File: src/rtl/game_multi_target_master_fsm_pkg.sv
// Shared types and helpers for the multi-target game master FSM.
// Holds the state encoding, the lives counter width and a bounded popcount.
package game_master_fsm_pkg;

  localparam int LIVES_WIDTH = 3;

  typedef enum logic [2:0] {
    INIT   = 3'd0,
    AIM    = 3'd1,
    SHOOT  = 3'd2,
    RELOAD = 3'd3,
    WON    = 3'd4,
    LOST   = 3'd5
  } state_e;

  // Counts set bits among the low 'width' bits of v (width <= 16).
  function automatic logic [4:0] popcount(input logic [15:0] v, input int unsigned width);
    logic [4:0] cnt;
    cnt = '0;
    for (int unsigned i = 0; i < 16; i++) begin
      if (i < width && v[i]) cnt = cnt + 5'd1;
    end
    return cnt;
  endfunction

endpackage

File: src/rtl/game_multi_target_master_fsm_if.sv
// Sprite, collision and timer signals between the game master and the rest of the game.
// Handshake: every strobe is a one-cycle level qualified only by clk; no ready back-pressure exists.
interface game_multi_target_master_fsm_if #(
  parameter int N_TARGETS   = 4,
  parameter int SCORE_WIDTH = 8,
  parameter int LEVEL_WIDTH = 4
);
  import game_master_fsm_pkg::*;

  logic                   launch_key;
  logic [N_TARGETS-1:0]   sprite_target_within_screen;
  logic                   sprite_torpedo_within_screen;
  logic [N_TARGETS-1:0]   collision;
  logic                   end_of_game_timer_running;
  logic [N_TARGETS-1:0]   sprite_target_write_xy;
  logic [N_TARGETS-1:0]   sprite_target_write_dxy;
  logic [N_TARGETS-1:0]   sprite_target_enable_update;
  logic                   sprite_torpedo_write_xy;
  logic                   sprite_torpedo_write_dxy;
  logic                   sprite_torpedo_enable_update;
  logic [N_TARGETS-1:0]   target_alive;
  logic [SCORE_WIDTH-1:0] score;
  logic [LIVES_WIDTH-1:0] lives_left;
  logic [LEVEL_WIDTH-1:0] level;
  logic                   game_won;
  logic                   game_lost;
  logic                   end_of_game_timer_start;
  state_e                 state_dbg;

  modport master (
    input  launch_key, sprite_target_within_screen, sprite_torpedo_within_screen,
           collision, end_of_game_timer_running,
    output sprite_target_write_xy, sprite_target_write_dxy, sprite_target_enable_update,
           sprite_torpedo_write_xy, sprite_torpedo_write_dxy, sprite_torpedo_enable_update,
           target_alive, score, lives_left, level, game_won, game_lost,
           end_of_game_timer_start, state_dbg
  );

  modport slave (
    output launch_key, sprite_target_within_screen, sprite_torpedo_within_screen,
           collision, end_of_game_timer_running,
    input  sprite_target_write_xy, sprite_target_write_dxy, sprite_target_enable_update,
           sprite_torpedo_write_xy, sprite_torpedo_write_dxy, sprite_torpedo_enable_update,
           target_alive, score, lives_left, level, game_won, game_lost,
           end_of_game_timer_start, state_dbg
  );
endinterface

File: src/rtl/game_multi_target_master_fsm_rise.sv
// One-flop rising-edge detector; the history flop clears on reset so a level
// already high at reset release shows one rise, which callers gate by state.
module game_rise_detect (
  input  logic clk,
  input  logic rst,
  input  logic in,
  output logic rise
);
  logic in_q;

  always_ff @(posedge clk) begin
    if (rst) in_q <= 1'b0;
    else     in_q <= in;
  end

  assign rise = in & ~in_q;
endmodule

File: src/rtl/game_multi_target_master_fsm.sv
// Game master for one torpedo against N targets: alive mask, saturating score,
// lives budget, level progression and end-of-game timer handshake.
module game_multi_target_master_fsm
  import game_master_fsm_pkg::*;
#(
  parameter int N_TARGETS   = 4,
  parameter int LIVES       = 3,
  parameter int SCORE_WIDTH = 8,
  parameter int LEVEL_WIDTH = 4
) (
  input logic clk,
  input logic rst,
  game_multi_target_master_fsm_if.master bus
);
  state_e                 state_q, state_d;
  logic [N_TARGETS-1:0]   alive_q, alive_d;
  logic [SCORE_WIDTH-1:0] score_q, score_d;
  logic [LIVES_WIDTH-1:0] lives_q, lives_d;
  logic [LEVEL_WIDTH-1:0] level_q, level_d;
  logic                   armed_q, armed_d;
  logic [N_TARGETS-1:0]   respawn_q, respawn_d;
  logic                   timer_start_q, timer_start_d;

  logic                   launch_rise;
  logic [N_TARGETS-1:0]   offscreen_rise;
  logic [N_TARGETS-1:0]   hit;
  logic [SCORE_WIDTH+4:0] score_sum;

  game_rise_detect u_launch_rise (
    .clk(clk), .rst(rst), .in(bus.launch_key), .rise(launch_rise)
  );

  for (genvar g = 0; g < N_TARGETS; g++) begin : g_respawn
    game_rise_detect u_offscreen_rise (
      .clk(clk), .rst(rst), .in(~bus.sprite_target_within_screen[g]),
      .rise(offscreen_rise[g])
    );
  end

  assign hit       = bus.collision & alive_q;
  assign score_sum = {5'b0, score_q} + {{SCORE_WIDTH{1'b0}}, popcount(16'(hit), N_TARGETS)};

  always_comb begin
    state_d       = state_q;
    alive_d       = alive_q;
    score_d       = score_q;
    lives_d       = lives_q;
    level_d       = level_q;
    armed_d       = armed_q;
    respawn_d     = '0;
    timer_start_d = 1'b0;
    case (state_q)
      INIT:   state_d = AIM;
      AIM:    if (launch_rise) state_d = SHOOT;
      SHOOT: begin
        // A hit wins over a simultaneous torpedo exit, so no life is lost then.
        if (hit != '0) begin
          alive_d = alive_q & ~hit;
          score_d = (|score_sum[SCORE_WIDTH+4:SCORE_WIDTH]) ? '1 : score_sum[SCORE_WIDTH-1:0];
          if (alive_d == '0) begin
            state_d       = WON;
            timer_start_d = 1'b1;
            if (level_q != '1) level_d = level_q + 1'b1;
          end else begin
            state_d = RELOAD;
          end
        end else if (!bus.sprite_torpedo_within_screen) begin
          lives_d = lives_q - 1'b1;
          if (lives_q == LIVES_WIDTH'(1)) begin
            state_d       = LOST;
            timer_start_d = 1'b1;
          end else begin
            state_d = RELOAD;
          end
        end
      end
      RELOAD: state_d = AIM;
      WON, LOST: begin
        armed_d = armed_q | bus.end_of_game_timer_running;
        if (armed_q && !bus.end_of_game_timer_running) begin
          state_d = INIT;
          armed_d = 1'b0;
          alive_d = '1;
          lives_d = LIVES_WIDTH'(LIVES);
          if (state_q == LOST) begin
            score_d = '0;
            level_d = '0;
          end
        end
      end
      default: state_d = INIT;
    endcase
    if (state_q == AIM || state_q == SHOOT) respawn_d = offscreen_rise & alive_d;
  end

  always_ff @(posedge clk) begin
    if (rst) begin
      state_q       <= INIT;
      alive_q       <= '1;
      score_q       <= '0;
      lives_q       <= LIVES_WIDTH'(LIVES);
      level_q       <= '0;
      armed_q       <= 1'b0;
      respawn_q     <= '0;
      timer_start_q <= 1'b0;
    end else begin
      state_q       <= state_d;
      alive_q       <= alive_d;
      score_q       <= score_d;
      lives_q       <= lives_d;
      level_q       <= level_d;
      armed_q       <= armed_d;
      respawn_q     <= respawn_d;
      timer_start_q <= timer_start_d;
    end
  end

  assign bus.sprite_target_write_xy       = ((state_q == INIT) ? alive_q : '0) | respawn_q;
  assign bus.sprite_target_write_dxy      = ((state_q == INIT) ? alive_q : '0) | respawn_q;
  assign bus.sprite_target_enable_update  = (state_q == AIM || state_q == SHOOT) ? alive_q : '0;
  assign bus.sprite_torpedo_write_xy      = (state_q == INIT) || (state_q == RELOAD);
  assign bus.sprite_torpedo_write_dxy     = (state_q == INIT) || (state_q == RELOAD) ||
                                            ((state_q == AIM) && launch_rise);
  assign bus.sprite_torpedo_enable_update = (state_q == SHOOT);
  assign bus.target_alive                 = alive_q;
  assign bus.score                        = score_q;
  assign bus.lives_left                   = lives_q;
  assign bus.level                        = level_q;
  assign bus.game_won                     = (state_q == WON);
  assign bus.game_lost                    = (state_q == LOST);
  assign bus.end_of_game_timer_start      = timer_start_q;
  assign bus.state_dbg                    = state_q;
endmodule

File: src/flat_wrapper.sv
// flat-port wrapper written by rule: the top's interface ports become plain ports
module game_multi_target_master_fsm_flat import game_master_fsm_pkg::*;
#(
  parameter int N_TARGETS   = 4,
  parameter int LIVES       = 3,
  parameter int SCORE_WIDTH = 8,
  parameter int LEVEL_WIDTH = 4
)
  (clk, rst, bus_launch_key, bus_sprite_target_within_screen, bus_sprite_torpedo_within_screen, bus_collision, bus_end_of_game_timer_running, bus_sprite_target_write_xy, bus_sprite_target_write_dxy, bus_sprite_target_enable_update, bus_sprite_torpedo_write_xy, bus_sprite_torpedo_write_dxy, bus_sprite_torpedo_enable_update, bus_target_alive, bus_score, bus_lives_left, bus_level, bus_game_won, bus_game_lost, bus_end_of_game_timer_start, bus_state_dbg);
  game_multi_target_master_fsm_if #(.N_TARGETS(N_TARGETS), .SCORE_WIDTH(SCORE_WIDTH), .LEVEL_WIDTH(LEVEL_WIDTH)) bus_i ();
  input logic clk;
  input logic rst;
  input wire logic [$bits(bus_i.launch_key)-1:0] bus_launch_key;
  input wire logic [$bits(bus_i.sprite_target_within_screen)-1:0] bus_sprite_target_within_screen;
  input wire logic [$bits(bus_i.sprite_torpedo_within_screen)-1:0] bus_sprite_torpedo_within_screen;
  input wire logic [$bits(bus_i.collision)-1:0] bus_collision;
  input wire logic [$bits(bus_i.end_of_game_timer_running)-1:0] bus_end_of_game_timer_running;
  output wire logic [$bits(bus_i.sprite_target_write_xy)-1:0] bus_sprite_target_write_xy;
  output wire logic [$bits(bus_i.sprite_target_write_dxy)-1:0] bus_sprite_target_write_dxy;
  output wire logic [$bits(bus_i.sprite_target_enable_update)-1:0] bus_sprite_target_enable_update;
  output wire logic [$bits(bus_i.sprite_torpedo_write_xy)-1:0] bus_sprite_torpedo_write_xy;
  output wire logic [$bits(bus_i.sprite_torpedo_write_dxy)-1:0] bus_sprite_torpedo_write_dxy;
  output wire logic [$bits(bus_i.sprite_torpedo_enable_update)-1:0] bus_sprite_torpedo_enable_update;
  output wire logic [$bits(bus_i.target_alive)-1:0] bus_target_alive;
  output wire logic [$bits(bus_i.score)-1:0] bus_score;
  output wire logic [$bits(bus_i.lives_left)-1:0] bus_lives_left;
  output wire logic [$bits(bus_i.level)-1:0] bus_level;
  output wire logic [$bits(bus_i.game_won)-1:0] bus_game_won;
  output wire logic [$bits(bus_i.game_lost)-1:0] bus_game_lost;
  output wire logic [$bits(bus_i.end_of_game_timer_start)-1:0] bus_end_of_game_timer_start;
  output wire logic [$bits(bus_i.state_dbg)-1:0] bus_state_dbg;
  assign bus_i.launch_key = bus_launch_key;
  assign bus_i.sprite_target_within_screen = bus_sprite_target_within_screen;
  assign bus_i.sprite_torpedo_within_screen = bus_sprite_torpedo_within_screen;
  assign bus_i.collision = bus_collision;
  assign bus_i.end_of_game_timer_running = bus_end_of_game_timer_running;
  assign bus_sprite_target_write_xy = bus_i.sprite_target_write_xy;
  assign bus_sprite_target_write_dxy = bus_i.sprite_target_write_dxy;
  assign bus_sprite_target_enable_update = bus_i.sprite_target_enable_update;
  assign bus_sprite_torpedo_write_xy = bus_i.sprite_torpedo_write_xy;
  assign bus_sprite_torpedo_write_dxy = bus_i.sprite_torpedo_write_dxy;
  assign bus_sprite_torpedo_enable_update = bus_i.sprite_torpedo_enable_update;
  assign bus_target_alive = bus_i.target_alive;
  assign bus_score = bus_i.score;
  assign bus_lives_left = bus_i.lives_left;
  assign bus_level = bus_i.level;
  assign bus_game_won = bus_i.game_won;
  assign bus_game_lost = bus_i.game_lost;
  assign bus_end_of_game_timer_start = bus_i.end_of_game_timer_start;
  assign bus_state_dbg = bus_i.state_dbg;
  game_multi_target_master_fsm #(.N_TARGETS(N_TARGETS), .LIVES(LIVES), .SCORE_WIDTH(SCORE_WIDTH), .LEVEL_WIDTH(LEVEL_WIDTH)) u_core (.clk(clk), .rst(rst), .bus(bus_i));
endmodule
File: config.mk
export PLATFORM = sky130hd
export DESIGN_NAME = game_multi_target_master_fsm_flat
export DESIGN_NICKNAME = d
export VERILOG_FILES = /design/src/rtl/game_multi_target_master_fsm_pkg.sv /design/src/rtl/game_multi_target_master_fsm_if.sv /design/src/rtl/game_multi_target_master_fsm_rise.sv /design/src/rtl/game_multi_target_master_fsm.sv /design/src/flat_wrapper.sv
export SDC_FILE = /design/constraint.sdc
export NUM_CORES = 1
export LEC_CHECK = 0
export BUFFER_PORTS_ARGS = -buffer_cell sky130_fd_sc_hd__clkbuf_2
export CORE_UTILIZATION = 42
export CTS_CLUSTER_DIAMETER = 80
export CTS_CLUSTER_SIZE = 25
export DETAILED_ROUTE_END_ITERATION = 12
export HOLD_SLACK_MARGIN = 0.1
export PLACE_DENSITY = 0.65
export SETUP_SLACK_MARGIN = 0.05
export SYNTH_ARGS = -nofsm -noshare
export SYNTH_HDL_FRONTEND = slang
export SYNTH_SLANG_ARGS = --single-unit
File: constraint.sdc
create_clock -name clk -period 3.55 [get_ports clk]
set_input_delay 0.71 -clock clk [delete_from_list [all_inputs] [get_ports clk]]
set_output_delay 0.71 -clock clk [all_outputs]
set_load 0.03 [all_outputs]
==> flow_metrics.py, run 1 <==
metrics = {
    "logic_synthesis": {
        "synth_edf_count": 0,
        "synth.distinct_cells": 54,
        "ys.flop_type": "dfxtp_1",
        "seq_area_frac_synth": 0.343,
        "synth_common_cells": "dfxtp_1 (33), nand2_1 (28), a21oi_1 (20), nor2_1 (18), inv_1 (13)",
        "syn_nets": 261,
        "async_flop_share": 0,
        "syn-instance-count": 235,
        "ys_ff_latch": 33,
        "synth.largest_area_cell": "dfxtp_1",
        "synth_warnings": 0,
        "syn_avg_cell_area_um2": 8.19,
        "synth_area_leaders": "dfxtp_1 (34%), ha_1 (7.8%), nand2_1 (5.5%)",
        "syn_area_um2": 1920,
        "synth_top_area_share": 0.343,
        "synth.most_common_cell": "dfxtp_1",
    },
    "clock_tree": {
        "h-tree-depth": 2,
        "numCtsBuffers": 5,
        "clockBufferDepth": 2,
        "clk_latency_ns": 0.29,
        "postCtsSetupBuffers": 0,
        "cts_tree": "done",
        "clock_sinks": 33,
        "root_buffer": "clkbuf_8",
        "hold_buffers": 0,
        "clk_pin_slew_ns": 0.07,
        "cts_resized": 0,
    },
    "pwr": {
        "p_sw_w": 0.000462,
        "clkPwrFrac": 0.331,
        "p_int_w": 0.000811,
        "power.share.switching": 0.363,
        "power_w": 0.00127,
        "power.density_nw_per_um2": 547,
        "p_leak_nw": 1.09,
        "vdd_drop_max_uv": 216,
        "combPwrFrac": 0.343,
        "power.sequential.fraction": 0.326,
    },
    "timing": {
        "max_freq_ghz": 0.313,
        "max-slew-margin-rel": 0.535,
        "rsz0062_at_grt": "no",
        "tightest_slew_ns": 0.697,
        "setup_viol": 0,
        "tns_ns": 0,
        "whs_ns": 0.456,
        "fin_crit_ns": 3.19,
        "hold_viol": 0,
        "drv_slew": 0,
        "timing.final.crit_share": 0.899,
        "worst_clock_skew_ns": 0.00579,
    },
    "setup_path": {
        "worstPathArrival_ns": 3.36,
        "worstPathRequired_ns": 3.72,
        "rr_worst_depth": 13,
        "critPathMaxFanout": 4,
        "r2r-end": "u_core.bus.score[5]$_SDFFE_PP0P_",
        "r2r-start": "u_core.bus.target_alive[0]$_SDFF_PP1_",
        "worstSetupEndpointType": "register",
        "path_class": "in -> reg",
        "cp-start-kind": "input port",
        "r2r_slack_ns": 0.42,
    },
    "route": {
        "drt-initial-drc-count": 78,
        "drt_pass1_iterations": 4,
        "num_vias": 1779,
        "drcViolationCount": 0,
        "totalWireLength_um": 4400,
        "via_per_inst": 5.29,
        "wl_per_cell_um": 13.1,
        "ant_nets": 0,
    },
    "place": {
        "hpwlAfterDp_um": 3330,
        "numPortBuffers": 52,
        "place.gp.congestion": 0.766,
    },
    "finish": {
        "synthToLayoutAreaGrowth_pct": 21.0,
        "n_antenna_cell": 0,
        "fin_util": 0.531,
        "drive_gt1_frac": 0.243,
        "nets": 309,
    },
    "global_routing": {
        "antenna_found_initial": 0,
        "track_usage": 0.187,
        "grt_pass1_wl_um": 7290,
        "grt_overflow": 0,
        "grt_max_degree": 23,
        "grt_pass1_vias": 1597,
    },
    "floorplan": {
        "die_area_um2": 4860,
        "io_pins": 53,
        "floorplan.rows": 24,
        "initial_core_util": 0.439,
        "die-width_um": 69.7,
        "die_h_um": 69.7,
        "fp.coreArea_um2": 4380,
    },
    "hold_path": {
        "hold_path.class": "reg -> reg",
        "holdPathStages": 2,
        "hold_start": "u_core.armed_q$_SDFFE_PP0N_",
        "min_to": "u_core.armed_q$_SDFFE_PP0N_",
    },
    "run_status": {
        "outcome": "finished clean",
    },
    "run": {
        "cap_violations": 0,
    },
}
## critical path, cell delays in order
cell       delay (ns)
clkbuf_2         0.10
nand2_1          0.09
ha_1             0.34
xnor2_1          0.17
ha_1             0.29
nor2_1           0.04
a21oi_1          0.16
inv_1            0.08
fa_1             0.43
nor2b_1          0.21
o31ai_1          0.10
nor2_1           0.20
nor2_1           0.08
a2111oi_0        0.36
## flip-flops by register name (all words and copies together) (netlist names)
register,cells
u_core.bus.state_dbg,3
u_core.respawn_q,4
u_core.bus.target_alive,4
u_core.armed_q,1
u_core.bus.lives_left,3
u_core.u_launch_rise.in_q,1
u_core.bus.level,4
u_core.g_respawn.u_offscreen_rise.in_q,4
u_core.bus.end_of_game_timer_start,1
u_core.bus.score,8
## through the flow
stage / worst slack (ns) / cell area (µm²) / cells
after floorplan: 0.395 / 1920 / 235
after global placement: 0.153 / 2190 / 328
after detailed placement: 0.0403 / 2190 / 328
after CTS: 0.353 / 2330 / 336
after global routing: 0.0915 / 2330 / 336
final: 0.357 / 2330 / 336
## final cells by class
class	instances	area, µm²
Inverter	13	48.8
Clock buffer	5	68.8
Clock inverter	3	65.1
Timing Repair Buffer	53	268
Fill cell	416	2060
Multi-Input combinational cell	177	1150
Tap cell	52	65.1
Sequential cell	33	661
## power by group through the flow
stage                     Sequential [W]  Combinational, W  Clock (W)
after floorplan                 0.000446          0.000320          0
after global placement          0.000423          0.000438          0
after detailed placement        0.000423          0.000438          0
after CTS                       0.000414          0.000440   0.000431
after global routing            0.000419          0.000476   0.000451
final                           0.000415          0.000436   0.000422
## cells in the final DEF, fill, tap and decap left out, drive strengths merged, types with 3 or more instances in the layout
master	instances
a2111oi	4
a21o	4
a21oi	22
and2	7
clkbuf	57
dfxtp	33
ha	12
inv	13
nand2	28
nand2b	4
nand3	6
nand3b	3
nand4b	3
nor2	19
nor2b	9
nor3	3
o21ai	12
xnor2	4
## metal layers
layer  track usage  up-vias  part of all wire
met4        0.0600        0             0.010
met5             0        -                 0
met2         0.292       39              0.46
met1         0.259      823              0.49
met3        0.0363        4             0.035
li1              -      913                 -
## kinds of logic after synthesis
kind of cell | Yosys count | synth area share
adders and majority gates | 13 | 0.0884
xor gates and xnor gates | 6 | 0.0273
AOI/OAI and AO/OA | 60 | 0.218
DFF | 33 | 0.343
and+or+nand+nor | 96 | 0.258
muxes | 1 | 0.00520
other | 1 | 0.00195
buffers and inverters | 25 | 0.0579
## how the worst max path moves through the flow
stage,from,to,cells past startpoint,slack (ns)
2_1_floorplan,bus_collision[0],u_core.bus.score[5]$_SDFFE_PP0P_,13,0.39
3_3_place_gp,bus_collision[0],u_core.bus.score[5]$_SDFFE_PP0P_,14,0.15
3_5_place_dp,bus_collision[0],u_core.bus.score[5]$_SDFFE_PP0P_,14,0.04
4_1_cts,bus_collision[0],u_core.bus.score[5]$_SDFFE_PP0P_,14,0.35
5_1_grt,bus_collision[0],u_core.bus.score[5]$_SDFFE_PP0P_,14,0.09
6_report,bus_collision[0],u_core.bus.score[5]$_SDFFE_PP0P_,14,0.36
Note: power is estimated with default switching activity, not from simulation.
==> inputs of run 2 (changes only) <==
Settings changed: PLACE_DENSITY 0.65 to 0.68.
Clock period 3.55 ns to 2.9 ns, I/O delays scaled along.
==> flow_metrics.py, run 2 (same netlist as run 1, synthesis figures left out) <==
metrics = {
    "run_status": {
        "outcome": "finished clean",
    },
    "timing": {
        "tightest_slew_ns": 0.529,
        "tns_ns": 0,
        "hold_viol": 0,
        "setup_viol": 0,
        "timing.final.ws_setup_ns": 0.237,
        "rsz0062_at_grt": "no",
        "timing.final.crit_share": 0.918,
        "drv_slew": 0,
        "max_freq_ghz": 0.376,
        "fin_crit_ns": 2.66,
        "worst_clock_skew_ns": 0.00817,
        "max-slew-margin-rel": 0.645,
    },
    "clock_tree": {
        "clock_sinks": 33,
        "hold_buffers": 0,
        "postCtsSetupBuffers": 0,
        "cts_resized": 0,
        "clk_pin_slew_ns": 0.07,
        "cts_tree": "done",
        "clk_latency_ns": 0.28,
        "numCtsBuffers": 5,
        "clockBufferDepth": 2,
        "root_buffer": "clkbuf_8",
        "h-tree-depth": 2,
    },
    "finish": {
        "synthToLayoutAreaGrowth_pct": 26.3,
        "drive_gt1_frac": 0.304,
        "final_common_cell": "clkbuf_2",
        "nets": 322,
        "layout_common_cells": "clkbuf_2 (52), dfxtp_1 (31), nand2_1 (26)",
        "largest_reg_flops": 8,
        "n_antenna_cell": 0,
    },
    "floorplan": {
        "floorplan.rows": 24,
        "fp.coreArea_um2": 4380,
        "die_h_um": 69.7,
        "initial_core_util": 0.439,
        "die-width_um": 69.7,
        "io_pins": 53,
        "die_area_um2": 4860,
    },
    "global_routing": {
        "grt_pass1_wl_um": 7270,
        "use_met3": 0.0349,
        "grt_overflow": 0,
        "grt.met1_usage": 0.254,
        "use_met2": 0.290,
        "grt_pass1_vias": 1566,
        "grt_max_degree": 23,
        "antenna_found_initial": 0,
        "track_usage": 0.187,
        "grt_busiest_layer": "met2",
    },
    "run": {
        "cap_violations": 0,
    },
    "place": {
        "numPortBuffers": 52,
        "hpwlAfterDp_um": 3370,
        "dp_slack_ns": -0.165,
        "place.gp.congestion": 0.779,
    },
    "setup_path": {
        "path_class": "in -> reg",
        "r2r-end": "u_core.bus.score[5]$_SDFFE_PP0P_",
        "cp-start-kind": "input port",
        "rr_worst_depth": 13,
        "worstSetupEndpointType": "register",
        "critPathMaxFanout": 3,
        "r2r_slack_ns": 0.26,
        "worstPathRequired_ns": 3.07,
        "r2r-start": "u_core.bus.target_alive[1]$_SDFF_PP1_",
        "worstPathArrival_ns": 2.83,
    },
    "hold_path": {
        "hold_start": "u_core.armed_q$_SDFFE_PP0N_",
        "holdPathStages": 2,
        "min_to": "u_core.armed_q$_SDFFE_PP0N_",
        "hold_path.class": "reg -> reg",
    },
    "route": {
        "wl_per_cell_um": 12.8,
        "drt_pass1_iterations": 4,
        "drcViolationCount": 0,
        "num_vias": 1824,
        "via_per_inst": 5.24,
        "drt-initial-drc-count": 61,
        "totalWireLength_um": 4450,
        "ant_nets": 0,
    },
    "pwr": {
        "vdd_drop_max_uv": 270,
        "power_w": 0.00144,
        "p_leak_nw": 1.14,
        "power.density_nw_per_um2": 594,
    },
}
[run 2: changes by cell type in the layout (fill, tap and decap cells not counted), sizes merged]
cell,change
buf,+13
bufinv,-2
clkbuf,+2
clkinv,-1
[run 2: layout make-up]
cell class | count | area [µm²]
fill | 433 | 1950
sequential | 33 | 668
inverter | 13 | 48.8
multi-input combinational | 177 | 1200
timing repair buffer | 66 | 365
tap | 52 | 65.1
clock buffer | 7 | 86.3
[run 2: worst max-delay path, stage by stage]
cell,delay (ns)
clkbuf_2,0.10
nand2_2,0.08
ha_4,0.26
xnor2_2,0.13
buf_4,0.14
xnor2_1,0.14
ha_1,0.21
inv_1,0.07
fa_2,0.36
nor2b_4,0.14
o31ai_1,0.08
nor2_1,0.16
nor2_1,0.07
a2111oi_1,0.32
[run 2: worst max path at each step]
stage	startpoint	endpoint	slack [ns]
2_1_floorplan	bus_collision[1]	u_core.bus.score[5]$_SDFFE_PP0P_	0.08
3_3_place_gp	bus_collision[1]	u_core.bus.score[0]$_SDFFE_PP0P_	-0.08
3_5_place_dp	bus_collision[0]	u_core.bus.score[5]$_SDFFE_PP0P_	-0.16
4_1_cts	bus_collision[0]	u_core.bus.score[5]$_SDFFE_PP0P_	0.13
5_1_grt	bus_collision[0]	u_core.bus.score[5]$_SDFFE_PP0P_	0.05
6_report	bus_collision[1]	u_core.bus.score[5]$_SDFFE_PP0P_	0.24
[run 2: stage by stage]
stage	hold slack, ns	utilization	instances	instance area [µm²]
2_1_floorplan	0.432	-	235	1950
3_3_place_gp	0.437	0.529	341	2320
3_5_place_dp	0.443	0.529	341	2320
4_1_cts	0.453	0.549	348	2410
5_1_grt	0.459	0.554	348	2430
6_report	0.453	0.554	348	2430
[run 2: where the power goes]
group	switching, W	total [W]	internal [W]
sequential	0.0000273	0.000507	0.000480
combinational	0.000379	0.000583	0.000204
clock	0.000165	0.000353	0.000188
[run 2: layer usage]
metal,up-vias,wire [µm],share of wire
met4,0,78,0.018
met2,39,2080,0.47
li1,946,-,-
met5,-,0,0
met3,6,176,0.040
met1,833,2120,0.48
==> inputs of run 3 (changes only) <==
Settings changed: PLACE_DENSITY 0.68 to 0.65.
Clock period 2.9 ns to 3.4 ns, I/O delays scaled along.
==> flow_metrics.py, run 3 (same netlist as run 1, synthesis figures left out) <==
metrics = {
    "run_status": {
        "outcome": "finished clean",
    },
    "route": {
        "drcViolationCount": 0,
        "num_vias": 1804,
        "totalWireLength_um": 4440,
        "drt-initial-drc-count": 94,
        "wl_per_cell_um": 13.2,
        "via_per_inst": 5.37,
        "drt_pass1_iterations": 4,
        "ant_nets": 0,
    },
    "finish": {
        "synthToLayoutAreaGrowth_pct": 19.1,
        "largest_reg_flops": 8,
        "n_antenna_cell": 0,
        "final_area_um2": 2290,
        "drive_gt1_frac": 0.243,
        "stdcell_count": 336,
        "final_common_cell": "clkbuf_2",
        "fillers": 421,
        "nets": 310,
        "fin_util": 0.523,
        "layout_common_cells": "clkbuf_2 (52), dfxtp_1 (33), nand2_1 (28)",
    },
    "setup_path": {
        "crit_chain": "clkbuf_2, nand2_1, ha_1, xnor2_1, ha_1, nor2_1, a21oi_1, inv_1, fa_1, nor2b_2, o31ai_1, nor2_1, nor2_1, a2111oi_0",
        "path_class": "in -> reg",
        "cpPeakStageDelay_ns": 0.44,
        "critPathMaxFanout": 3,
        "cpMaxStageDelayCell": "fa_1",
        "crit_top_cell": "nor2_1",
        "worstSetupEndpointType": "register",
        "worstPathRequired_ns": 3.57,
        "worstPathArrival_ns": 3.24,
        "cp-start-kind": "input port",
    },
    "pwr": {
        "p_leak_nw": 1.07,
        "power_w": 0.00120,
        "vdd_drop_max_uv": 205,
        "power.density_nw_per_um2": 523,
    },
    "timing": {
        "worst_clock_skew_ns": 0.00816,
        "setup_viol": 0,
        "drv_slew": 0,
        "hold_viol": 0,
        "tightest_slew_ns": 0.624,
        "max_freq_ghz": 0.326,
        "rsz0062_at_grt": "no",
        "fin_crit_ns": 3.07,
        "timing.final.crit_share": 0.903,
        "max-slew-margin-rel": 0.584,
    },
    "floorplan": {
        "io_pins": 53,
        "initial_core_util": 0.439,
        "die-width_um": 69.7,
        "die_area_um2": 4860,
        "die_h_um": 69.7,
        "floorplan.rows": 24,
        "fp.coreArea_um2": 4380,
    },
    "global_routing": {
        "antenna_found_initial": 0,
        "grt_pass1_wl_um": 7260,
        "track_usage": 0.185,
        "grt_pass1_vias": 1599,
        "grt_overflow": 0,
        "grt_max_degree": 23,
    },
    "place": {
        "place_area_um2": 2200,
        "place.gp.congestion": 0.768,
        "hpwlAfterDp_um": 3330,
        "place_inst": 329,
        "numPortBuffers": 52,
    },
    "clock_tree": {
        "clock_sinks": 33,
        "clk_pin_slew_ns": 0.07,
        "clockBufferDepth": 2,
        "cts_tree": "done",
        "postCtsSetupBuffers": 0,
        "h-tree-depth": 2,
        "clk_latency_ns": 0.29,
        "root_buffer": "clkbuf_8",
        "numCtsBuffers": 5,
    },
    "hold_path": {
        "hold_path.class": "reg -> reg",
    },
    "run": {
        "cap_violations": 0,
    },
}
[run 3: cell type report]
class | count | area (µm²) | share of cell area
Sequential cell | 33 | 661 | 0.288
Multi-Input combinational cell | 177 | 1150 | 0.504
Tap cell | 52 | 65.1 | 0.0284
Timing Repair Buffer | 54 | 275 | 0.120
Inverter | 13 | 48.8 | 0.0213
Clock buffer | 7 | 86.3 | 0.0377
[run 3: power by group]
part | switching, W | leakage (nW) | internal (W) | total [W]
Clock | 0.000144 | 0.0443 | 0.000161 | 0.000304
Sequential | 0.0000236 | 0.269 | 0.000409 | 0.000433
Combinational | 0.000312 | 0.758 | 0.000147 | 0.000460
Total | 0.000480 | 1.07 | 0.000717 | 0.00120
[run 3: final timing paths]
kind	slack, ns	end	startpoint	cells past startpoint
setup reg to reg	0.38	u_core.bus.score[5]$_SDFFE_PP0P_	u_core.bus.target_alive[0]$_SDFF_PP1_	13
setup / recovery	0.33	u_core.bus.score[5]$_SDFFE_PP0P_	bus_collision[0]	14
hold / removal	0.46	u_core.armed_q$_SDFFE_PP0N_	u_core.armed_q$_SDFFE_PP0N_	2
hold reg to reg	0.46	u_core.armed_q$_SDFFE_PP0N_	u_core.armed_q$_SDFFE_PP0N_	2
[run 3: critical path, delay by kind of cell]
family          cells  cell delay (ns)
fa+ha+maj           3             1.07
compound gates      3             0.64
simple gates        5             0.50
buf+inv             2             0.18
xor+xnor            1             0.17
[run 3: repair_timing]
item	CTS	global route
endpoints found under the setup margin	0	1
hold buffers	0	0
resized for setup	0	1
[run 3: metrics by stage]
stage / TNS, ns / setup slack (ns) / hold WS, ns
3_5_place_dp: -0.0474 / -0.0474 / 0.446
2_1_floorplan: 0 / 0.275 / 0.432
3_3_place_gp: 0 / 0.109 / 0.437
4_1_cts: 0 / 0.295 / 0.456
5_1_grt: 0 / 0.0657 / 0.470
6_report: 0 / 0.331 / 0.456
[run 3: layer usage]
layer / global-route usage / part of all wire / vias to the layer above
li1: - / - / 914
met1: 0.248 / 0.48 / 843
met2: 0.294 / 0.47 / 40
met3: 0.0378 / 0.037 / 7
met4: 0.0667 / 0.014 / 0
met5: 0 / 0 / -
